**src/rtl/alu_op_sequencer_if.sv**
```systemverilog
// Host/ALU-facing bus of the ALU opcode sequencer.
// The sequencer connects through the slave modport; the host side (which
// also supplies the ALU result) connects through the master modport.
interface alu_op_sequencer_if #(
  parameter int WIDTH = 4,
  parameter int OP_W  = 3
);
  logic             start;
  logic [WIDTH-1:0] a_in;
  logic [WIDTH-1:0] b_in;
  logic [WIDTH-1:0] alu_a;
  logic [WIDTH-1:0] alu_b;
  logic [OP_W-1:0]  alu_op;
  logic [WIDTH-1:0] alu_result;
  logic             busy;
  logic             done;
  logic             res_valid;
  logic [OP_W-1:0]  res_op;
  logic [WIDTH-1:0] res_data;
  logic [OP_W-1:0]  rd_addr;
  logic [WIDTH-1:0] rd_data;

  modport master (
    output start, a_in, b_in, alu_result, rd_addr,
    input  alu_a, alu_b, alu_op, busy, done, res_valid, res_op, res_data, rd_data
  );

  modport slave (
    input  start, a_in, b_in, alu_result, rd_addr,
    output alu_a, alu_b, alu_op, busy, done, res_valid, res_op, res_data, rd_data
  );
endinterface

```
**src/rtl/alu_op_sequencer.sv**
```systemverilog
// ALU opcode sequencer: latches one operand pair on start, presents it to the
// combinational ALU with opcodes 0..NUM_OPS-1 (each held DWELL cycles),
// streams each captured result out and stores it in a per-opcode bank.
module alu_op_sequencer #(
  parameter int WIDTH   = 4,
  parameter int OP_W    = 3,
  parameter int NUM_OPS = 8,
  parameter int DWELL   = 4
) (
  input logic clk,
  input logic rst,
  alu_op_sequencer_if.slave bus
);
  localparam int CW   = $clog2(DWELL + 1);
  localparam int BANK = 2 ** OP_W;

  typedef enum logic {IDLE, RUN} state_t;

  state_t           state, state_n;
  logic [CW-1:0]    cnt;
  logic [WIDTH-1:0] alu_a, alu_b, res_data;
  logic [OP_W-1:0]  alu_op, res_op;
  logic             busy, done, res_valid;
  logic [WIDTH-1:0] bank [BANK];
  logic             accept, capture, last;

  // Next state plus per-cycle control strobes (accept / capture / last capture).
  always_comb begin
    state_n = state;
    accept  = 1'b0;
    capture = 1'b0;
    last    = 1'b0;
    case (state)
      IDLE: begin
        if (bus.start) begin
          accept  = 1'b1;
          state_n = RUN;
        end
      end
      RUN: begin
        if (cnt == CW'(DWELL - 1)) begin
          capture = 1'b1;
          if (alu_op == OP_W'(NUM_OPS - 1)) begin
            last    = 1'b1;
            state_n = IDLE;
          end
        end
      end
      default: state_n = IDLE;
    endcase
  end

  // State register.
  always_ff @(posedge clk) begin
    if (rst) state <= IDLE;
    else     state <= state_n;
  end

  // Operand/opcode drive, dwell counter and result streaming registers.
  always_ff @(posedge clk) begin
    if (rst) begin
      alu_a     <= '0;
      alu_b     <= '0;
      alu_op    <= '0;
      cnt       <= '0;
      busy      <= 1'b0;
      done      <= 1'b0;
      res_valid <= 1'b0;
      res_op    <= '0;
      res_data  <= '0;
    end else begin
      res_valid <= capture;
      done      <= last;
      if (accept) begin
        alu_a  <= bus.a_in;
        alu_b  <= bus.b_in;
        alu_op <= '0;
        cnt    <= '0;
        busy   <= 1'b1;
      end else if (state == RUN) begin
        if (capture) begin
          res_data <= bus.alu_result;
          res_op   <= alu_op;
          if (last) begin
            busy <= 1'b0;
          end else begin
            alu_op <= alu_op + 1'b1;
            cnt    <= '0;
          end
        end else begin
          cnt <= cnt + 1'b1;
        end
      end
    end
  end

  // Per-opcode result bank; entries persist until overwritten or reset.
  always_ff @(posedge clk) begin
    if (rst) begin
      for (int unsigned i = 0; i < BANK; i++) bank[i] <= '0;
    end else if (capture) begin
      bank[alu_op] <= bus.alu_result;
    end
  end

  assign bus.alu_a     = alu_a;
  assign bus.alu_b     = alu_b;
  assign bus.alu_op    = alu_op;
  assign bus.busy      = busy;
  assign bus.done      = done;
  assign bus.res_valid = res_valid;
  assign bus.res_op    = res_op;
  assign bus.res_data  = res_data;
  assign bus.rd_data   = bank[bus.rd_addr];
endmodule

```
**src/flat_wrapper.sv**
```systemverilog
// flat-port wrapper written by rule: the top's interface ports become plain ports
module alu_op_sequencer_flat 
#(
  parameter int WIDTH   = 4,
  parameter int OP_W    = 3,
  parameter int NUM_OPS = 8,
  parameter int DWELL   = 4
)
  (clk, rst, bus_start, bus_a_in, bus_b_in, bus_alu_result, bus_rd_addr, bus_alu_a, bus_alu_b, bus_alu_op, bus_busy, bus_done, bus_res_valid, bus_res_op, bus_res_data, bus_rd_data);
  alu_op_sequencer_if #(.WIDTH(WIDTH), .OP_W(OP_W)) bus_i ();
  input logic clk;
  input logic rst;
  input wire logic [$bits(bus_i.start)-1:0] bus_start;
  input wire logic [$bits(bus_i.a_in)-1:0] bus_a_in;
  input wire logic [$bits(bus_i.b_in)-1:0] bus_b_in;
  input wire logic [$bits(bus_i.alu_result)-1:0] bus_alu_result;
  input wire logic [$bits(bus_i.rd_addr)-1:0] bus_rd_addr;
  output wire logic [$bits(bus_i.alu_a)-1:0] bus_alu_a;
  output wire logic [$bits(bus_i.alu_b)-1:0] bus_alu_b;
  output wire logic [$bits(bus_i.alu_op)-1:0] bus_alu_op;
  output wire logic [$bits(bus_i.busy)-1:0] bus_busy;
  output wire logic [$bits(bus_i.done)-1:0] bus_done;
  output wire logic [$bits(bus_i.res_valid)-1:0] bus_res_valid;
  output wire logic [$bits(bus_i.res_op)-1:0] bus_res_op;
  output wire logic [$bits(bus_i.res_data)-1:0] bus_res_data;
  output wire logic [$bits(bus_i.rd_data)-1:0] bus_rd_data;
  assign bus_i.start = bus_start;
  assign bus_i.a_in = bus_a_in;
  assign bus_i.b_in = bus_b_in;
  assign bus_i.alu_result = bus_alu_result;
  assign bus_i.rd_addr = bus_rd_addr;
  assign bus_alu_a = bus_i.alu_a;
  assign bus_alu_b = bus_i.alu_b;
  assign bus_alu_op = bus_i.alu_op;
  assign bus_busy = bus_i.busy;
  assign bus_done = bus_i.done;
  assign bus_res_valid = bus_i.res_valid;
  assign bus_res_op = bus_i.res_op;
  assign bus_res_data = bus_i.res_data;
  assign bus_rd_data = bus_i.rd_data;
  alu_op_sequencer #(.WIDTH(WIDTH), .OP_W(OP_W), .NUM_OPS(NUM_OPS), .DWELL(DWELL)) u_core (.clk(clk), .rst(rst), .bus(bus_i));
endmodule
```
**config.mk**
```make
export PLATFORM = sky130hd
export DESIGN_NAME = alu_op_sequencer_flat
export DESIGN_NICKNAME = d
export VERILOG_FILES = /design/src/rtl/alu_op_sequencer_if.sv /design/src/rtl/alu_op_sequencer.sv /design/src/flat_wrapper.sv
export SDC_FILE = /design/constraint.sdc
export NUM_CORES = 1
export LEC_CHECK = 0
export CAP_MARGIN = 10
export CORE_ASPECT_RATIO = 0.8
export CORE_MARGIN = 1
export CORE_UTILIZATION = 30
export DETAILED_ROUTE_END_ITERATION = 6
export PLACE_DENSITY_LB_ADDON = 0.08
export REMOVE_ABC_BUFFERS = 1
export SYNTH_ARGS = -nofsm -noshare
export SYNTH_HDL_FRONTEND = slang
export SYNTH_SLANG_ARGS = --single-unit
```
**constraint.sdc**
```tcl
create_clock -name clk -period 3.6 [get_ports clk]
set_input_delay 0.72 -clock clk [delete_from_list [all_inputs] [get_ports clk]]
set_output_delay 0.72 -clock clk [all_outputs]
set_load 0.005 [all_outputs]
```
After elaboration in Yosys (flattened, before gate mapping)

Memories as Yosys holds them, arrays and structs flattened.
Cells that the tools add are included.
W data, S select, Z words.

Word-level logic and storage cells: 52
Bits in latches: 0
Output and inout bits: 25
Memories kept: 1
Bits of input ports: 18
RAM bits: 32
Flip-flop bits (word level): 25
Memory bits (read-only): 0

Memories:

| memory      | depth | bits a word | rd ports | clocked after Yosys merged registers in | wr ports | RTL line               | source |
|---|---|---|---|---|---|---|---|
| u_core.bank | 8     | 4           | 1        | 0                                       | 8        | alu_op_sequencer.sv:24 | `logic [WIDTH-1:0] bank [BANK];` |

Divide/modulo/power cells: 0
Order comparisons: 0
Shift-type cells: 0
Equal/unequal tests: 3
$mul: 0
Bitwise gates (word level): 3
Reductions and logical operators: 9
Add/subtract/negate cells: 2
Mux-type cells: 24

Operator list:

| kind                  | number |
|---|---|
| $mux W1               | 19 |
| $mux W3               | 3 |
| $reduce_and A3 Y1     | 3 |
| $add A3 B1 Y3 const B | 2 |
| $reduce_bool A2 Y1    | 3 |
| $mux W4               | 1 |
| $reduce_or A4 Y1      | 1 |
| $eq A3 B2 Y1 const B  | 1 |
| $eq A3 B3 Y1 const B  | 1 |
| $not A1 Y1            | 3 |
| $ne A2 B2 Y1 const B  | 1 |
| $pmux W1 S2           | 1 |
| $reduce_and A2 Y1     | 1 |
| $reduce_or A2 Y1      | 1 |

Longest topological paths before layout

Depth after elaboration: 8
Depth in mapped cells: 5
Mapped depth without buffers: 5

Least setup slack after synthesis

No wires, ideal clock.

Kind: input to output
Start: input port bus_rd_addr[0]
End: output port bus_rd_data[0]
Stages: 3
Arrival time: 1734 ps
Required time: 2880 ps
Buffers on the path: 1
Slack: 1146 ps
Path through: buf_2 mux4_2 mux2_2

Cells in the longest elaborated chain, start to end: 1

RTL lines:

| what            | RTL line           | source |
|---|---|---|
| start, declared | flat_wrapper.sv:17 | `input wire logic [$bits(bus_i.rd_addr)-1:0] bus_rd_addr;` |
| $mem_v2 Z8 W4   | n/a                |  |
| end, declared   | flat_wrapper.sv:26 | `output wire logic [$bits(bus_i.rd_data)-1:0] bus_rd_data;` |

Every way passes these cells.

Worst setup path after layout

Ends and elaborated chain as after synthesis.

==> out/metrics.yaml <==
detailed_routing:
  first_iter_violations: 58
  wl_um: 5587
  detail_route.wl_per_cell_um: 15.48
  via_per_inst: 4.454
  vias: 1608
  drc_errors: 0
  firstDrtPassIters: 4
  drtAntennaViolNets: 0
place:
  dpl_cell_area_um2: 3074
  dp_hpwl_um: 3971
  gp_congestion: 0.6827
  io_buffers: 42
logic_synthesis:
  synth_compound_gate_area_share_pct: 4.140
  yosysWarnings: 0
  syn_area_per_cell_um2: 12.53
  ys_types: 31
  synthAdderAreaFrac_pct: 1.461
  syn_area_um2: 2569
  synth-main-ff-cell: "edfxtp_1"
  netlist_instances: 205
  yosysTopAreaCell: "edfxtp_1"
  postSynth.asyncResetShare_pct: 0
  synthSimpleGateAreaFrac_pct: 22.55
  synth_top_area_share_pct: 37.41
  synth-seq-cells: 57
  synth_xor_area_share_pct: 0.3410
  synth_commonest_cells: "32 x and2_1, 32 x edfxtp_1, 25 x dfxtp_1, 21 x nand2_1"
  synth_top_family_by_area: "simple AND/OR/NAND/NOR gates"
  yosysSeqAreaShare_pct: 56.89
  synth_edf_count: 32
  synth_mux_area_share_pct: 11.50
  yosys-top-cells-area: "edfxtp_1 37%, dfxtp_1 19%, and2_1 7.8%, mux4_2 7.0%, nand2_1 3.1%"
setup_path:
  reg2reg_slack_ns: 1.75
  worstSetupStartpointType: "primary input"
  crit_path_max_fanout: 8
  crit_type: "in -> out"
  arrival_ns: 2.59
  cp-end-kind: "primary output"
  critPathRequiredTime_ns: 2.88
timing:
  finalHoldViolations: 0
  min_period_over_period_pct: 92.07
  drv_slew: 0
  setup-violations-final: 0
  rsz0062_at_grt: "false"
  fmax_mhz: 301.7
  fin_crit_ns: 3.315
  tns_ns: 0
  fin_worst_skew_ns: 0.009975
  relSlewSlack_pct: 59.91
  worst_pin_slew_ns: 0.6001
layout:
  fin_util_pct: 40.13
  postLayoutCellArea_um2: 3262
  final.fill_count: 791
  num_antenna_cells: 0
  syn_to_final_growth_pct: 26.98
  drive_gt1_share_pct: 17.00
  nets: 269
floorplan:
  core_area_um2: 8128
  start_util_pct: 31.60
  rows: 29
  die_y_um: 84.77
  dieArea_um2: 8939
  pin_count: 43
  die_w_um: 105.5
clocking:
  clkTransAtPathRegs_ns: 0.06
  cts_setup_buffers: 0
  clk_latency_ns: 0.33
  cts_sinks: 57
  hold_buffers: 0
  htree_levels: 3
  cts_root_buffer: "clkbuf_8"
  cts_buffers: 9
  cts_resized: 0
  cts_tree: "done"
  cts.path.max_buffers: 2
global_route:
  grt_util_all_layers_pct: 13.71
  grt_pass1_wl_um: 8659
  grt_max_degree: 27
  overflow: 0
  antenna_found_initial: 0
  grt_pass1_vias: 1587
pwr:
  p_per_area_nw_per_um2: 427.5
  switching_power_uw: 294.1
  p_clk_share_pct: 40.9
  seqPwrFrac_pct: 51.6
  intPower_uw: 1100
  leakage_uw: 0.001198
  ir_worst_vdd_uv: 159.9
  pwr-share-comb_pct: 7.6
  power.share.switching_pct: 21.09
run:
  max_cap_viol_count: 0
outcome:
  status: "completed"
hold_path:
  hold_path.class: "reg -> reg"
state kept, by name, indices dropped and copies added, names as in the netlist, 3 cells and up:
signal               flops
u_core.bus.res_op        3
u_core.cnt               3
u_core.bus.alu_a         4
u_core.bank             32
u_core.bus.alu_b         4
u_core.bus.alu_op        3
u_core.bus.res_data      4
routing by layer:
layer,track usage [%],vias to the layer above,wire length [um]
met1,18.45,755,2828
met5,0,-,0
met3,7.065,6,380
met2,19.14,40,2319
met4,3.841,0,58
li1,-,807,-
final timing paths:
path,startpoint,endpoint,depth (start not counted)
max,bus_rd_addr[0],bus_rd_data[0],5
min,u_core.bus.alu_b[1],u_core.bus.alu_b[1],2
max reg2reg,u_core.cnt[0],u_core.bank[2][2],5
min reg2reg,u_core.bus.alu_b[1],u_core.bus.alu_b[1],2
cells by family (layout without fill, tap and decap cells):
group,after synthesis,count (layout)
compound gates,19,19
xor+xnor,1,1
fa+ha+maj,3,3
buf+inv,15,63
flops,57,57
mux,19,19
simple gates,91,91
power by group through the flow:
stage / combinational, uW / sequential [uW] / clock [uW]
floorplan: 42.3 / 727 / 0
detailed placement: 108 / 733 / 0
global placement: 107 / 733 / 0
finish: 105 / 719 / 570
global route: 116 / 721 / 621
CTS: 108 / 719 / 589
cell usage in the layout, fill, tap and decap left out, types with 2 or more instances in the layout:
master and n:
clkbuf_8 10, nor4b_4 3, mux2_2 4, mux2i_1 7, edfxtp_1 32, and2_1 32
a21oi_1 13, clkinv_1 2, ha_1 3, inv_1 2, nor2_1 13, nand3b_1 3
or2_2 8, nand2b_1 3, dfxtp_1 25, clkbuf_1 2, o21ai_0 3, buf_4 3
mux4_2 8, nand2_1 21, clkdlybuf4s50_1 42
stage by stage:
step | cells | power [uW] | setup WS [ns] | hold slack [ns]
final | 361 | 1394 | 0.2854 | 0.4544
after global routing | 361 | 1457 | 0.2033 | 0.4765
after CTS | 361 | 1416 | 0.2653 | 0.4596
after detailed placement | 345 | 840.3 | 0.2817 | 0.4496
after global placement | 345 | 840.3 | 0.2689 | 0.4439
after floorplan | 192 | 769.4 | 1.376 | 0.4373
final cells by class:
type | instances | area, um2 | share of cell area (%)
multi-input combinational | 133 | 1027 | 31.49
clock buffer | 12 | 145.1 | 4.450
tap | 108 | 135.1 | 4.143
inverter | 2 | 7.507 | 0.2301
sequential | 57 | 1461 | 44.80
timing repair buffer | 45 | 442.9 | 13.58
clock inverter | 4 | 42.54 | 1.304
critical path, cell delays in order:
cell and delay [ns]:
clkdlybuf4s50_1 0.46, buf_4 0.19, mux4_2 0.51, mux2_2 0.27, clkdlybuf4s50_1 0.45
No activity file was read; power rests on OpenSTA's default activity.
